<file path="src/rtl/opm_pg_loop_pkg.sv">
// Shared OPM constants and the phase-generator loop state encoding.
package opm_pg_loop_pkg;

    localparam int PH_W_DEF  = 20;
    localparam int OUT_W_DEF = 10;
    localparam int SLOTS_DEF = 32;
    localparam int SLOT_W    = $clog2(SLOTS_DEF);

    typedef enum logic [0:0] {
        ST_WIPE = 1'b0,
        ST_RUN  = 1'b1
    } pg_state_e;

endpackage

</file>
<file path="src/rtl/opm_pg_loop_if.sv">
// Slot-stream bundle between the frequency stage, the phase loop and the sine lookup.
interface opm_pg_loop_if
    import opm_pg_loop_pkg::*;
#(
    parameter int PH_W  = PH_W_DEF,
    parameter int OUT_W = OUT_W_DEF,
    parameter int SLOTS = SLOTS_DEF
);
    localparam int SW = $clog2(SLOTS);

    logic             cen;
    logic             sync_in;
    logic [PH_W-1:0]  pinc;
    logic             kon_rst;
    logic             pg_test;
    logic [OUT_W-1:0] phase_out;
    logic [SW-1:0]    slot_out;
    logic             ready;
    logic             sync_err;

    modport master (
        output cen, sync_in, pinc, kon_rst, pg_test,
        input  phase_out, slot_out, ready, sync_err
    );

    modport slave (
        input  cen, sync_in, pinc, kon_rst, pg_test,
        output phase_out, slot_out, ready, sync_err
    );

endinterface

</file>
<file path="src/rtl/opm_pg_loop_ebr_sh.sv">
// Block-RAM delay line: a circular buffer whose output is the word written STAGES cen cycles ago.
module ebr_sh #(
    parameter int WIDTH  = 20,
    parameter int STAGES = 31
) (
    input  logic             clk,
    input  logic             rst,
    input  logic             cen,
    input  logic [WIDTH-1:0] din,
    output logic [WIDTH-1:0] dout
);
    localparam int AW = (STAGES > 1) ? $clog2(STAGES) : 1;
    localparam logic [AW-1:0] PTR_LAST = AW'(STAGES - 1);

    logic [WIDTH-1:0] mem_q [STAGES];
    logic [AW-1:0]    ptr_q;
    logic [AW-1:0]    ptr_d;

    // Next pointer: advance on cen, wrap at the last stage.
    always_comb begin
        ptr_d = ptr_q;
        if (rst) begin
            ptr_d = '0;
        end else if (cen) begin
            if (ptr_q == PTR_LAST) begin
                ptr_d = '0;
            end else begin
                ptr_d = ptr_q + AW'(1);
            end
        end else begin
            ptr_d = ptr_q;
        end
    end

    // Pointer register.
    always_ff @(posedge clk) begin
        ptr_q <= ptr_d;
    end

    // RAM write; the read of the same word happens combinationally before it is replaced.
    always_ff @(posedge clk) begin
        if (cen) begin
            mem_q[ptr_q] <= din;
        end
    end

    assign dout = mem_q[ptr_q];

endmodule

</file>
<file path="src/rtl/opm_pg_loop.sv">
// OPM phase-generator accumulation loop: 32 time-multiplexed phase accumulators
// recirculating through ph_q plus a SLOTS-1 deep RAM delay line.
module opm_pg_loop
    import opm_pg_loop_pkg::*;
#(
    parameter int PH_W  = PH_W_DEF,
    parameter int OUT_W = OUT_W_DEF,
    parameter int SLOTS = SLOTS_DEF
) (
    input  logic         clk,
    input  logic         rst_n,
    opm_pg_loop_if.slave bus
);
    localparam int SW = $clog2(SLOTS);
    localparam logic [SW-1:0] LAST_SLOT = SW'(SLOTS - 1);

    pg_state_e        state_q, state_d;
    logic [SW-1:0]    slot_cnt_q, slot_cnt_d;
    logic [SW-1:0]    wipe_cnt_q, wipe_cnt_d;
    logic [SW-1:0]    slot_out_q, slot_out_d;
    logic [PH_W-1:0]  ph_q, ph_d;
    logic [OUT_W-1:0] phase_out_q, phase_out_d;
    logic             ready_q, ready_d;
    logic             sync_err_q, sync_err_d;
    logic [PH_W-1:0]  cur_s;
    logic [PH_W-1:0]  nxt_s;
    logic [SW-1:0]    slot_cur_s;

    // Clearing of the RAM contents is done by the WIPE pass, so its own reset stays idle.
    ebr_sh #(
        .WIDTH  (PH_W),
        .STAGES (SLOTS - 1)
    ) u_dly (
        .clk  (clk),
        .rst  (1'b0),
        .cen  (bus.cen),
        .din  (ph_q),
        .dout (cur_s)
    );

    // Next-state: slot labelling, wipe sequencing and the phase add.
    always_comb begin
        state_d     = state_q;
        slot_cnt_d  = slot_cnt_q;
        wipe_cnt_d  = wipe_cnt_q;
        ph_d        = ph_q;
        phase_out_d = phase_out_q;
        slot_out_d  = slot_out_q;
        ready_d     = ready_q;
        sync_err_d  = sync_err_q;
        // A sync pulse means slot 0 is on the inputs right now, whatever the counter says.
        slot_cur_s  = bus.sync_in ? '0 : slot_cnt_q;
        nxt_s       = (bus.kon_rst || bus.pg_test) ? '0 : (cur_s + bus.pinc);

        if (bus.cen) begin
            if (bus.sync_in) begin
                slot_cnt_d = SW'(1);
            end else begin
                slot_cnt_d = slot_cnt_q + SW'(1);
            end

            if (bus.sync_in && (slot_cnt_q != '0)) begin
                sync_err_d = 1'b1;
            end else begin
                sync_err_d = sync_err_q;
            end

            case (state_q)
                ST_WIPE: begin
                    ph_d        = '0;
                    phase_out_d = '0;
                    ready_d     = 1'b0;
                    if (wipe_cnt_q == LAST_SLOT) begin
                        state_d    = ST_RUN;
                        ready_d    = 1'b1;
                        wipe_cnt_d = '0;
                    end else begin
                        wipe_cnt_d = wipe_cnt_q + SW'(1);
                    end
                end
                ST_RUN: begin
                    ph_d        = nxt_s;
                    phase_out_d = nxt_s[PH_W-1 -: OUT_W];
                    slot_out_d  = slot_cur_s;
                end
                default: begin
                    state_d     = ST_WIPE;
                    wipe_cnt_d  = '0;
                    ph_d        = '0;
                    phase_out_d = '0;
                    ready_d     = 1'b0;
                end
            endcase
        end else begin
            state_d = state_q;
        end
    end

    // State and output registers.
    always_ff @(posedge clk or negedge rst_n) begin
        if (!rst_n) begin
            state_q     <= ST_WIPE;
            slot_cnt_q  <= '0;
            wipe_cnt_q  <= '0;
            ph_q        <= '0;
            phase_out_q <= '0;
            slot_out_q  <= '0;
            ready_q     <= 1'b0;
            sync_err_q  <= 1'b0;
        end else begin
            state_q     <= state_d;
            slot_cnt_q  <= slot_cnt_d;
            wipe_cnt_q  <= wipe_cnt_d;
            ph_q        <= ph_d;
            phase_out_q <= phase_out_d;
            slot_out_q  <= slot_out_d;
            ready_q     <= ready_d;
            sync_err_q  <= sync_err_d;
        end
    end

    assign bus.phase_out = phase_out_q;
    assign bus.slot_out  = slot_out_q;
    assign bus.ready     = ready_q;
    assign bus.sync_err  = sync_err_q;

endmodule

</file>
<file path="src/flat_wrapper.sv">
// flat-port wrapper written by rule: the top's interface ports become plain ports
module opm_pg_loop_flat import opm_pg_loop_pkg::*;
#(
    parameter int PH_W  = PH_W_DEF,
    parameter int OUT_W = OUT_W_DEF,
    parameter int SLOTS = SLOTS_DEF
)
  (clk, rst_n, bus_cen, bus_sync_in, bus_pinc, bus_kon_rst, bus_pg_test, bus_phase_out, bus_slot_out, bus_ready, bus_sync_err);
  opm_pg_loop_if #(.PH_W(PH_W), .OUT_W(OUT_W), .SLOTS(SLOTS)) bus_i ();
  input  logic clk;
  input  logic rst_n;
  input wire logic [$bits(bus_i.cen)-1:0] bus_cen;
  input wire logic [$bits(bus_i.sync_in)-1:0] bus_sync_in;
  input wire logic [$bits(bus_i.pinc)-1:0] bus_pinc;
  input wire logic [$bits(bus_i.kon_rst)-1:0] bus_kon_rst;
  input wire logic [$bits(bus_i.pg_test)-1:0] bus_pg_test;
  output wire logic [$bits(bus_i.phase_out)-1:0] bus_phase_out;
  output wire logic [$bits(bus_i.slot_out)-1:0] bus_slot_out;
  output wire logic [$bits(bus_i.ready)-1:0] bus_ready;
  output wire logic [$bits(bus_i.sync_err)-1:0] bus_sync_err;
  assign bus_i.cen = bus_cen;
  assign bus_i.sync_in = bus_sync_in;
  assign bus_i.pinc = bus_pinc;
  assign bus_i.kon_rst = bus_kon_rst;
  assign bus_i.pg_test = bus_pg_test;
  assign bus_phase_out = bus_i.phase_out;
  assign bus_slot_out = bus_i.slot_out;
  assign bus_ready = bus_i.ready;
  assign bus_sync_err = bus_i.sync_err;
  opm_pg_loop #(.PH_W(PH_W), .OUT_W(OUT_W), .SLOTS(SLOTS)) u_core (.clk(clk), .rst_n(rst_n), .bus(bus_i));
endmodule
</file>
<file path="config.mk">
export PLATFORM = sky130hd
export DESIGN_NAME = opm_pg_loop_flat
export DESIGN_NICKNAME = d
export VERILOG_FILES = /design/src/rtl/opm_pg_loop_pkg.sv /design/src/rtl/opm_pg_loop_if.sv /design/src/rtl/opm_pg_loop_ebr_sh.sv /design/src/rtl/opm_pg_loop.sv /design/src/flat_wrapper.sv
export SDC_FILE = /design/constraint.sdc
export NUM_CORES = 1
export LEC_CHECK = 0
export BUFFER_PORTS_ARGS = -buffer_cell sky130_fd_sc_hd__buf_2
export CAP_MARGIN = 5
export CORE_MARGIN = 10
export CORE_UTILIZATION = 25
export DETAILED_ROUTE_END_ITERATION = 8
export GPL_ROUTABILITY_DRIVEN = 0
export PLACE_DENSITY = 0.48
export SLEW_MARGIN = 20
export SYNTH_ARGS = -nofsm -noshare
export SYNTH_HDL_FRONTEND = slang
export SYNTH_HIERARCHICAL = 1
export SYNTH_SLANG_ARGS = --single-unit
</file>
<file path="constraint.sdc">
create_clock -name clk -period 9.7 [get_ports clk]
set_input_delay 1.94 -clock clk [delete_from_list [all_inputs] [get_ports clk]]
set_output_delay 1.94 -clock clk [all_outputs]
set_load 0.01 [all_outputs]
</file>
Word level (Yosys, flattened, before mapping). Memories as Yosys holds them, arrays and structs flattened. A register that Yosys moved wholly into a read port is not among the register bits. Index checks and enable logic that the tools add are counted.

Input port bits: 26. Bits in writable memories: 620. Bits in registers: 53. Output and inout port bits: 17. Logic and storage cells: 35. Memories kept: 1.

Reductions and logical operators: 6. Equality and inequality tests: 2. Mux-type cells: 12. Bitwise gates (word level): 1. Add/sub/neg operators: 4.

Memory list: u_core.u_dly.mem_q (depth 31, width 20, read ports 1, clocked after Yosys merged registers in 1, write ports 1, line opm_pg_loop_ebr_sh.sv:15) `logic [WIDTH-1:0] mem_q [STAGES];`.

Operators with widths (number): one-hot mux 20 bit (2 select lines) (1); two-way mux 5 bit (5); adder 20 bit (1); two-way mux 20 bit (1); one-hot mux 10 bit (2 select lines) (1); adder 5 x 1 -> 5 bit, second input constant (3); == test 5 bit, second input constant (2); AND reduction 2 bit (3); nonzero test 5 bit (1); two-way mux 1 bit (4); logical AND 1 bit (1); logical OR 1 bit (1); NOT 1 bit (1).

Depth between registers and ports, before layout. Gate-level depths: netlist of the first run.

Depth after elaboration: 3. Gate-level depth with buffers: 16. Depth with buffers taken out: 12.

Cells and area by module. Netlist of the first run, hierarchy kept.

By module, submodules not included: ebr_sh (cells an instance 1261, times used 1, area an instance 24289.5 µm², sequential area each 18818.0 µm²); opm_pg_loop (cells an instance 292, times used 1, area an instance 2662.6 µm², sequential area each 950.9 µm²).

Worst setup path before layout of the first run. No wires, ideal clock.

Path type: in2reg. From: input bus_cen. To: memory u_core.u_dly.mem_q[30][0], enable pin. Library setup time: 0.400 ns. Data arrival time: 3.347 ns. Path buffers: 1. Required time: 9.300 ns. Stages on the path: 3. Path slack: 5.954 ns. Path through: clkbuf_1 -> nand2_1 -> nor2_1.

Word-level cells in the longest chain between the ends: 2.

RTL lines: start, declared (line flat_wrapper.sv:12) `input wire logic [$bits(bus_i.cen)-1:0] bus_cen;`; two-way mux 1 bit (line opm_pg_loop_ebr_sh.sv:42) `if (cen) begin`; two-way mux 1 bit (not written as such) (line opm_pg_loop_ebr_sh.sv:43) `mem_q[ptr_q] <= din;`; end, declared (line opm_pg_loop_ebr_sh.sv:15).

No other way between the ends.

==> results.yml, run 1 <==
run_status:
  run_status: "finished, final reports clean"
clock_network:
  post-cts-setup-buffers: 0
  cts_max_level: 3
  clk_pin_slew_worst_paths_ps: 60
  cts_root_buf: "clkbuf_16"
  ctsHoldBuffers: 0
  clock_sink_count: 668
  cts-buffers-inserted: 76
  tritoncts: "built"
  cts.repair.resized: 0
  cts-root-to-sink-buffers: 3
  clk_latency_ps: 630
synthesis:
  synth_largest_area_cell: "edfxtp_1"
  yosysMostFrequentCell: "edfxtp_1"
  syn-cell-area_um2: 26950
  synth_edf_count: 620
  synthArstFlopShare_pct: 5.689
  synth_common_cells: "edfxtp_1, mux2i_1, nand2_1, mux4_2, a22oi_1"
  synth.avg_cell_area_um2: 17.35
  synthTopCellsByArea: "edfxtp_1, mux4_2, mux2i_1"
  synth.yosys.warnings: 6
  ys.flop_type: "edfxtp_1"
  post-synth-top-area-fraction_pct: 69.08
  ys_types: 68
  instance_count_of_the_mapped_netlist: 1553
  postSynthRegisterBits: 668
  yosysSeqAreaShare_pct: 73.35
sta:
  setup_repair_after_global_routing_missed_its_margin: "false"
  hold_slack_final_ps: 474.0
  min_period_over_period_pct: 50.63
  setup_viol: 0
  max-slew-margin-rel_pct: 28.22
  clock-skew-final_ps: 24.21
  fmaxAchievable_mhz: 203.6
  finalMaxSlewViolations: 0
  actual_slew_at_the_worst_max_slew_pin_ps: 1076
  final-hold-violation-count: 0
  finalCriticalPeriod_ps: 4911
  final.setup.tns_ps: 0
final_layout:
  multiInputGateArea_um2: 6740
  syn2layout_area_growth_pct: 16.22
  fillers: 10545
  n_antenna_cell: 0
  layout-drive-gt1-share_pct: 20.46
  finalNetCount: 1694
  layoutNonFillerInstCount: 3099
  seq_area_um2: 19790
  final_design_area_no_fill_um2: 31320
floorplanning:
  die_height_um: 348.3
  start_util_pct: 25.18
  design.die.area_um2: 121300
  rows: 120
  core_region_area_um2: 107100
  boundaryPins: 43
  width_of_the_chip_um: 348.3
min_path:
  hold_path.class: "flip-flop to flip-flop"
power_and_ir_drop:
  power_frac_clock_pct: 41.0
  power.ir.vdd_worst_v: 0.0001254
  p_switching_mw: 1.519
  leakage_power_of_the_design_nw: 9.792
  internal_mw: 4.983
  power_density_nw_per_um2: 207.6
  comb_power_share_pct: 7.6
  power_switching_share_pct: 23.36
  seq_power_share_pct: 51.4
drt:
  drt-total-wl_um: 72320
  wl_met1_um: 33730
  met2_length_um: 34200
  route.top_layer_used: "met4"
  initialDrtViolationCount: 1145
  antenna_viol_nets_final: 0
  route.detailed.wl_per_inst_um: 23.34
  dr_wl_met3_um: 3203
  drt_pass1_iterations: 7
  number_of_vias_after_detailed_routing: 14534
  routed_via_density: 4.690
  detail_route.drc_violations: 0
flow_run:
  max_cap_violations: 0
worst_setup_path:
  timing.critical_path.cells: "buf_4, mux4_2, and3b_1, o31a_1, or4_1, ha_1, and4_1, o21a_1, a21oi_1, o21ai_0, xor2_1, a22o_1"
  cp_data_required_time_ps: 10210
  crit_path_max_delay_cell_type: "buf_4"
  timing.critical_path.fanout_max: 42
  timing.critical_path.from_type: "flip-flop"
  largest_stage_delay_on_the_critical_path_ps: 740
  crit_arrival_ps: 5420
  setup.worst_path.end_class: "flip-flop"
  critical_path_class: "flip-flop to flip-flop"
grt:
  grt_pass1_vias: 14663
  grt_first_pass_wirelength_um: 105200
  grt_antenna_before_repair: 1
  grt_overflow: 0
  grt_max_degree: 139
  track_usage_pct: 11.67
place:
  placement.io_buffers: 42
  dp.final_hpwl_um: 44360
  count_of_placed_standard_cells_including_taps: 2965
  placed_cell_area_um2: 28980
[per-layer routing]
layer  global-route usage (%)  vias up
li1                         -     6381
met3                    1.855       85
met2                    18.81      362
met1                    16.30     7706
met4                    2.888        0
met5                        0        -
[cell usage in the layout, fill, tap and decap left out, types with 7 or more instances in the layout]
cell type,count
nand2b_1,8
o211ai_1,8
o22ai_1,10
o21ai_1,7
mux2i_1,139
ha_1,27
nor2b_1,9
nand3_1,41
mux2_2,14
nand2_1,83
buf_4,54
clkbuf_1,22
clkbuf_16,78
nor2_2,32
nor2_1,23
a21oi_1,52
dfrtp_2,7
inv_1,18
clkinv_2,11
dfxtp_1,7
a22oi_1,60
buf_2,42
o21ai_0,35
nand4_1,20
edfxtp_1,620
mux4_2,76
nor3_1,14
a22o_1,9
dfrtp_1,31
clkinv_1,11
[registers in the layout (all words and copies together), names as in the netlist, named ones only]
name,cells
u_core/bus.ready,1
u_core/bus.slot_out,5
u_core/bus.sync_err,1
u_core/ph_q,20
u_core/slot_cnt_q,5
u_core/state_q,1
u_core/u_dly/mem_q,620
u_core/u_dly/ptr_q,5
u_core/wipe_cnt_q,5
[final cells by class]
type | instances | area share, %
multi-input combinational | 778 | 21.52
inverter | 19 | 0.2277
sequential | 668 | 63.18
timing repair buffer | 97 | 2.029
clock inverter | 30 | 0.7749
tap | 1403 | 5.604
clock buffer | 104 | 6.671
[worst max-delay path: cells and delay by family (launching register included)]
kind,cells,cell delay [ps]
flip-flops,1,700
XOR/XNOR,1,180
buffers and inverters,1,740
multiplexers,1,580
AND/OR/NAND/NOR,3,990
AO/OA/AOI/OAI,5,1190
adder cells (fa/ha/maj),1,380
[metrics by stage]
stage / setup slack (ps) / power (mW) / util [%]
after floorplan: 5954 / 3.697 / -
after global placement: 4756 / 3.883 / 27.07
after detailed placement: 4775 / 3.901 / 27.07
after CTS: 4780 / 6.586 / 29.25
after global routing: 4435 / 6.754 / 29.26
final: 4789 / 6.501 / 29.26
[worst paths after layout]
| path | slack (ps) | depth (start not counted) | endpoint | startpoint |
|---|---|---|---|---|
| hold reg to reg | 470 | 1 | u_core/state_q | u_core/state_q |
| setup reg to reg | 4790 | 12 | u_core/ph_q[12] | flip-flop |
| max in group asynchronous | 7590 | 1 | u_core/ph_q[5] | rst_n |
| min in group asynchronous | 1460 | 1 | u_core/slot_cnt_q[2] | rst_n |
| setup / recovery | 4790 | 12 | u_core/ph_q[12] | flip-flop |
| hold / removal | 470 | 1 | u_core/state_q | u_core/state_q |
[power groups by stage]
stage	registers (mW)	logic (mW)	clock network [mW]
finish	3.34	0.492	2.67
global route	3.35	0.539	2.86
CTS	3.34	0.498	2.74
detailed placement	3.40	0.496	0
global placement	3.40	0.486	0
floorplan	3.39	0.312	0
[logic make-up (layout without fill, tap and decap cells)]
logic type / Yosys count / count (layout) / synth area share, %
multiplexers: 231 / 231 / 12.18
AO/OA/AOI/OAI: 235 / 235 / 5.849
adder cells (fa/ha/maj): 28 / 28 / 1.328
AND/OR/NAND/NOR: 267 / 267 / 4.847
flip-flops: 668 / 668 / 73.35
other: 1 / 5 / 0.01391
XOR/XNOR: 12 / 12 / 0.3900
buffers and inverters: 111 / 250 / 2.043
Power figures use the tool's default switching activity.
==> run 2, diff against run 1 <==
- ABC_AREA: not set -> 1
- PLACE_DENSITY: 0.48 -> 0.49
- clock period: 9.7 -> 3.95 ns (I/O delays scaled with it)
==> run 2 against run 1 <==
Net effect: routed wire length rose by 13%; critical path depth rose by 7; fmax rose by 45%; die area rose by 4.3%; combinational power rose to 3.1 times the previous value; synthesized cell count rose by 65%; sequential power rose by 140%.
==> results.yml, run 2 <==
floorplanning:
  width_of_the_chip_um: 355.7
  start_util_pct: 25.11
  boundaryPins: 43
  rows: 123
  core_region_area_um2: 112200
  die_height_um: 355.7
  design.die.area_um2: 126500
clock_network:
  post-cts-setup-buffers: 0
  cts-root-to-sink-buffers: 3
  cts_max_level: 3
  clk_pin_slew_worst_paths_ps: 60
  cts-buffers-inserted: 75
  cts.repair.resized: 0
  tritoncts: "built"
  ctsHoldBuffers: 0
  cts_root_buf: "clkbuf_16"
  clock_sink_count: 668
  clk_latency_ps: 620
final_layout:
  layout-drive-gt1-share_pct: 11.04
  most-common-layout-cells: "nand2_1, edfxtp_1, nand3_1"
  top_regs: "u_core/u_dly/mem_q (620), u_core/ph_q (20)"
  final_design_area_no_fill_um2: 32800
  layout_commonest_cell: "nand2_1"
  fillers: 11508
  registers.top_by_ff_count: "u_core/u_dly/mem_q"
  syn2layout_area_growth_pct: 16.44
  largest_register_ffs: 620
  finalNetCount: 2668
sta:
  final.setup.tns_ps: 0
  max-slew-margin-rel_pct: 36.42
  actual_slew_at_the_worst_max_slew_pin_ps: 953.8
  setup_viol: 0
  fmaxAchievable_mhz: 295.8
  clock-skew-final_ps: 23.30
  finalCriticalPeriod_ps: 3381
  min_period_over_period_pct: 85.59
  setup_repair_after_global_routing_missed_its_margin: "false"
  finalMaxSlewViolations: 0
  final-hold-violation-count: 0
synthesis:
  instance_count_of_the_mapped_netlist: 2555
  post-synth-top-area-fraction_pct: 66.09
  syn-cell-area_um2: 28170
  synthTopCellsByArea: "edfxtp_1, nand2_1, nand3_1"
  synth.avg_cell_area_um2: 11.03
  synth.yosys.warnings: 6
  ys.flop_type: "edfxtp_1"
  synth_edf_count: 620
  postSynthRegisterBits: 668
  synthArstFlopShare_pct: 5.689
  yosysSeqAreaShare_pct: 70.18
  synth_largest_area_cell: "edfxtp_1"
  synth_common_cells: "nand2_1, edfxtp_1, nand3_1, buf_2, nor2_1"
  ys_types: 39
  yosysMostFrequentCell: "nand2_1"
place:
  placement.io_buffers: 42
  dp.final_hpwl_um: 46660
  placed_cell_area_um2: 30500
power_and_ir_drop:
  power_density_nw_per_um2: 489.8
  leakage_power_of_the_design_nw: 12.39
  power.ir.vdd_worst_v: 0.0002413
worst_setup_path:
  timing.critical_path.from_type: "flip-flop"
  cp_data_required_time_ps: 4440
  r2r_end: "u_core/ph_q[15]"
  setup.reg_to_reg.worst_slack_ps: 570
  crit_arrival_ps: 3870
  worstSetupEndpoint: "u_core/ph_q[15]"
  timing.critical_path.fanout_max: 38
  critical_path_class: "flip-flop to flip-flop"
  setup.worst_path.end_class: "flip-flop"
  worstRegToRegCells: 19
min_path:
  hold_path.class: "input pin to async pin"
drt:
  routed_via_density: 4.499
  drt-total-wl_um: 81540
  route.detailed.wl_per_inst_um: 19.53
  antenna_viol_nets_final: 0
  initialDrtViolationCount: 1612
  drt_pass1_iterations: 5
  number_of_vias_after_detailed_routing: 18779
  detail_route.drc_violations: 0
grt:
  grt_overflow: 0
  grt_first_pass_wirelength_um: 120600
  grt_pass1_vias: 18099
  track_usage_pct: 12.58
  grt_max_degree: 119
  grt_antenna_before_repair: 2
run_status:
  run_status: "finished, final reports clean"
flow_run:
  max_cap_violations: 0
-- run 2: cell types whose count changed after synthesis, moves of 14 or more --
cell / change
a21oi_1: -27
inv_1: +37
mux2_2: -14
nand4_1: -16
a22oi_1: -60
mux4_2: -76
nor2_1: +41
mux2i_1: -139
nand3_1: +481
nand2_1: +848
buf_2: +61
-- run 2: cell families after synthesis --
kind of cell             share of synthesized area (%)
adder cells (fa/ha/maj)                          1.270
XOR/XNOR                                       0.09329
other                                          0.01331
AO/OA/AOI/OAI                                    1.164
flip-flops                                       70.18
AND/OR/NAND/NOR                                  23.88
buffers and inverters                            3.398
-- run 2: worst max-delay path, stage by stage, from the launching register on --
cell and delay [ps]:
dfxtp_4 440, inv_6 350, buf_12 280, nand3_1 100, nand3_1 100, nand3_1 260, nand3_1 260, nand2_1 150
ha_1 400, nand2_1 70, nand2_1 90, nand2_1 60, nand2_1 90, inv_1 60, nand2_2 80, nand3_1 130
nand2_1 100, nand2_1 60, nand3_1 70, nand2_1 50
-- run 2: power by group --
part	switching (mW)	internal, mW
Sequential	0.106	7.87
Clock	2.77	3.77
Combinational	1.09	0.452
Total	3.97	12.1
-- run 2: metal layers --
layer  track usage (%)  share of wire (%)
met1             17.28                 46
met3             2.144                5.2
met5                 0                  0
met2             20.14                 47
met4             3.769                2.2
-- run 2: area by class of cell --
| cell class | instances | area (um^2) | area share, % |
|---|---|---|---|
| diodes | 1 | 2.502 | 0.007629 |
| repair buffers | 128 | 1069 | 3.258 |
| clock buffers | 101 | 2047 | 6.240 |
| well taps | 1500 | 1877 | 5.722 |
| inverters | 63 | 251.5 | 0.7667 |
| flip-flops and latches | 668 | 19780 | 60.31 |
| clock inverters | 35 | 246.5 | 0.7514 |
| multi-input cells | 1678 | 7525 | 22.94 |
-- run 2: stage by stage --
| step | total power, mW | hold slack (ps) | instances | setup WS, ps | util [%] |
|---|---|---|---|---|---|
| 2_1_floorplan | 9.081 | 448.3 | 2556 | 895.3 | - |
| 3_3_place_gp | 9.670 | 442.8 | 4037 | 613.5 | 27.19 |
| 3_5_place_dp | 9.670 | 442.4 | 4037 | 623.2 | 27.19 |
| 4_1_cts | 16.25 | 339.2 | 4173 | 600.7 | 29.23 |
| 5_1_grt | 16.69 | 374.7 | 4173 | 356.1 | 29.23 |
| 6_report | 16.07 | 309.7 | 4174 | 569.2 | 29.24 |
-- run 2: how the worst min path moves through the flow --
stage / from / endpoint / slack [ps] / depth (start not counted)
after CTS: rst_n / u_core/wipe_cnt_q[2] / 340 / 1
after global placement: u_core/bus.sync_err / u_core/bus.sync_err / 440 / 1
after floorplan: u_core/wipe_cnt_q[4] / u_core/wipe_cnt_q[4] / 450 / 2
after global routing: rst_n / u_core/wipe_cnt_q[2] / 370 / 1
final: rst_n / u_core/wipe_cnt_q[2] / 310 / 1
after detailed placement: u_core/bus.sync_err / u_core/bus.sync_err / 440 / 1
==> run 3, diff against run 2 <==
- ABC_AREA: 1 -> not set
==> run 3 against run 2 <==
Net effect: combinational power is 18% lower; critical path depth decreased by 6; routed wire length down 12%; critical path type unchanged.
==> results.yml, run 3 (synthesized netlist as in run 1, its figures left out) <==
sta:
  hold_slack_final_ps: 335.5
  final.setup.tns_ps: 0
  max-slew-margin-rel_pct: 28.56
  final-hold-violation-count: 0
  finalCriticalPeriod_ps: 3798
  actual_slew_at_the_worst_max_slew_pin_ps: 1072
  setup_repair_after_global_routing_missed_its_margin: "false"
  clock-skew-final_ps: 22.95
  finalMaxSlewViolations: 0
  setup_viol: 0
  min_period_over_period_pct: 96.15
  fmaxAchievable_mhz: 263.3
final_layout:
  layout_commonest_cell: "edfxtp_1"
  layoutNonFillerInstCount: 3143
  layout-drive-gt1-share_pct: 22.18
  largest_register_ffs: 620
  n_antenna_cell: 0
  registers.top_by_ff_count: "u_core/u_dly/mem_q"
  finalNetCount: 1739
  syn2layout_area_growth_pct: 17.89
  top_regs: "u_core/u_dly/mem_q (620), u_core/ph_q (20)"
  most-common-layout-cells: "edfxtp_1, mux2i_1, buf_4"
  final_design_area_no_fill_um2: 31770
drt:
  initialDrtViolationCount: 1134
  route.detailed.wl_per_inst_um: 22.89
  number_of_vias_after_detailed_routing: 14612
  drt_pass1_iterations: 5
  antenna_viol_nets_final: 0
  routed_via_density: 4.649
  drt-total-wl_um: 71930
  detail_route.drc_violations: 0
power_and_ir_drop:
  leakage_power_of_the_design_nw: 10.04
  power_frac_clock_pct: 39.7
  power_switching_share_pct: 23.28
  internal_mw: 12.05
  seq_power_share_pct: 52.2
  p_switching_mw: 3.657
  power.ir.vdd_worst_v: 0.0003482
  power_density_nw_per_um2: 494.5
  comb_power_share_pct: 8.1
clock_network:
  tritoncts: "built"
  cts-buffers-inserted: 69
  cts_max_level: 3
  clk_pin_slew_worst_paths_ps: 60
  clock_sink_count: 668
  cts_root_buf: "clkbuf_16"
  ctsHoldBuffers: 0
  cts-root-to-sink-buffers: 3
  clk_latency_ps: 620
worst_setup_path:
  r2r_end: "u_core/ph_q[18]"
  worstRegToRegCells: 13
  largest_stage_delay_on_the_critical_path_ps: 530
  critical_path_class: "flip-flop to flip-flop"
  path_buf_inv: 3
  timing.critical_path.fanout_max: 23
  cp_data_required_time_ps: 4450
  worstSetupEndpoint: "u_core/ph_q[18]"
  setup.worst_path.end_class: "flip-flop"
  crit_path_max_delay_cell_type: "mux4_2"
  timing.critical_path.from_type: "flip-flop"
  crit_arrival_ps: 4300
  timing.critical_path.depth: 13
  timing.critical_path.cells: "buf_16, buf_12, mux4_2, a22oi_1, nand4_1, ha_1, buf_4, nand3_1, o2bb2ai_1, o2111ai_1, o21ai_0, xor2_1, a22o_1"
  critPathTopFamily: "compound AO/OA/AOI/OAI gates"
  setup.reg_to_reg.worst_slack_ps: 150
grt:
  track_usage_pct: 11.55
  grt_overflow: 0
  grt_pass1_vias: 14771
  grt_max_degree: 96
  grt_antenna_before_repair: 2
  grt_first_pass_wirelength_um: 104000
flow_run:
  max_cap_violations: 0
place:
  count_of_placed_standard_cells_including_taps: 3009
  dp.final_hpwl_um: 45890
  placed_cell_area_um2: 29480
  placement.io_buffers: 42
floorplanning:
  design.die.area_um2: 121300
  start_util_pct: 25.18
  width_of_the_chip_um: 348.3
  rows: 120
  boundaryPins: 43
  core_region_area_um2: 107100
  die_height_um: 348.3
run_status:
  run_status: "finished, final reports clean"
min_path:
  hold_path.class: "input pin to async pin"
run 3: layer usage:
layer | vias up | part of all wire [%] | GRT usage [%]
met5 | - | 0 | 0
met4 | 0 | 1.9 | 3.237
met3 | 67 | 4.3 | 1.616
met2 | 341 | 48 | 18.85
met1 | 7738 | 46 | 15.91
li1 | 6466 | - | -
run 3: worst register-to-register path: cells and delay by family (launching register included):
family	cells	cell delay, ps
buffers and inverters	3	690
DFF	1	430
and+or+nand+nor	2	230
xor gates and xnor gates	1	100
AOI/OAI and AO/OA	5	1290
muxes	1	540
adders and majority gates	1	420
run 3: worst min path at each step:
stage | to | slack (ps) | cells after the start
after global routing | u_core/bus.slot_out[3] | 400 | 1
after CTS | u_core/ph_q[5] | 350 | 1
after global placement | u_core/bus.sync_err | 460 | 1
after floorplan | u_core/state_q | 440 | 1
final | u_core/bus.slot_out[0] | 340 | 1
after detailed placement | u_core/bus.sync_err | 470 | 1
run 3: power by group through the flow:
stage	clock network, mW	registers [mW]	logic, mW
6_report	6.24	8.21	1.27
5_1_grt	6.66	8.23	1.40
4_1_cts	6.38	8.22	1.26
3_5_place_dp	0	8.36	1.26
3_3_place_gp	0	8.35	1.24
2_1_floorplan	0	8.31	0.767
run 3: final cells by class:
type	instances	area, um^2
flip-flops and latches	668	19790
clock inverters	33	321.6
well taps	1403	1755
fillers	10504	75280
inverters	19	71.32
repair buffers	149	1267
multi-input cells	778	6744
clock buffers	93	1827
run 3: what timing repair did:
action                                  in CTS  in global routing
gates cloned                                 0                  2
buffers inserted                             0                  6
resized for setup                            1                  4
endpoints found under the setup margin       1                 13
run 3: metrics by stage:
stage	worst slack (ps)	utilization [%]	power [mW]
2_1_floorplan	475.6	-	9.080
3_3_place_gp	30.70	27.54	9.590
3_5_place_dp	1.019	27.54	9.624
4_1_cts	58.93	29.55	15.86
5_1_grt	5.108	29.68	16.29
6_report	152.3	29.68	15.71
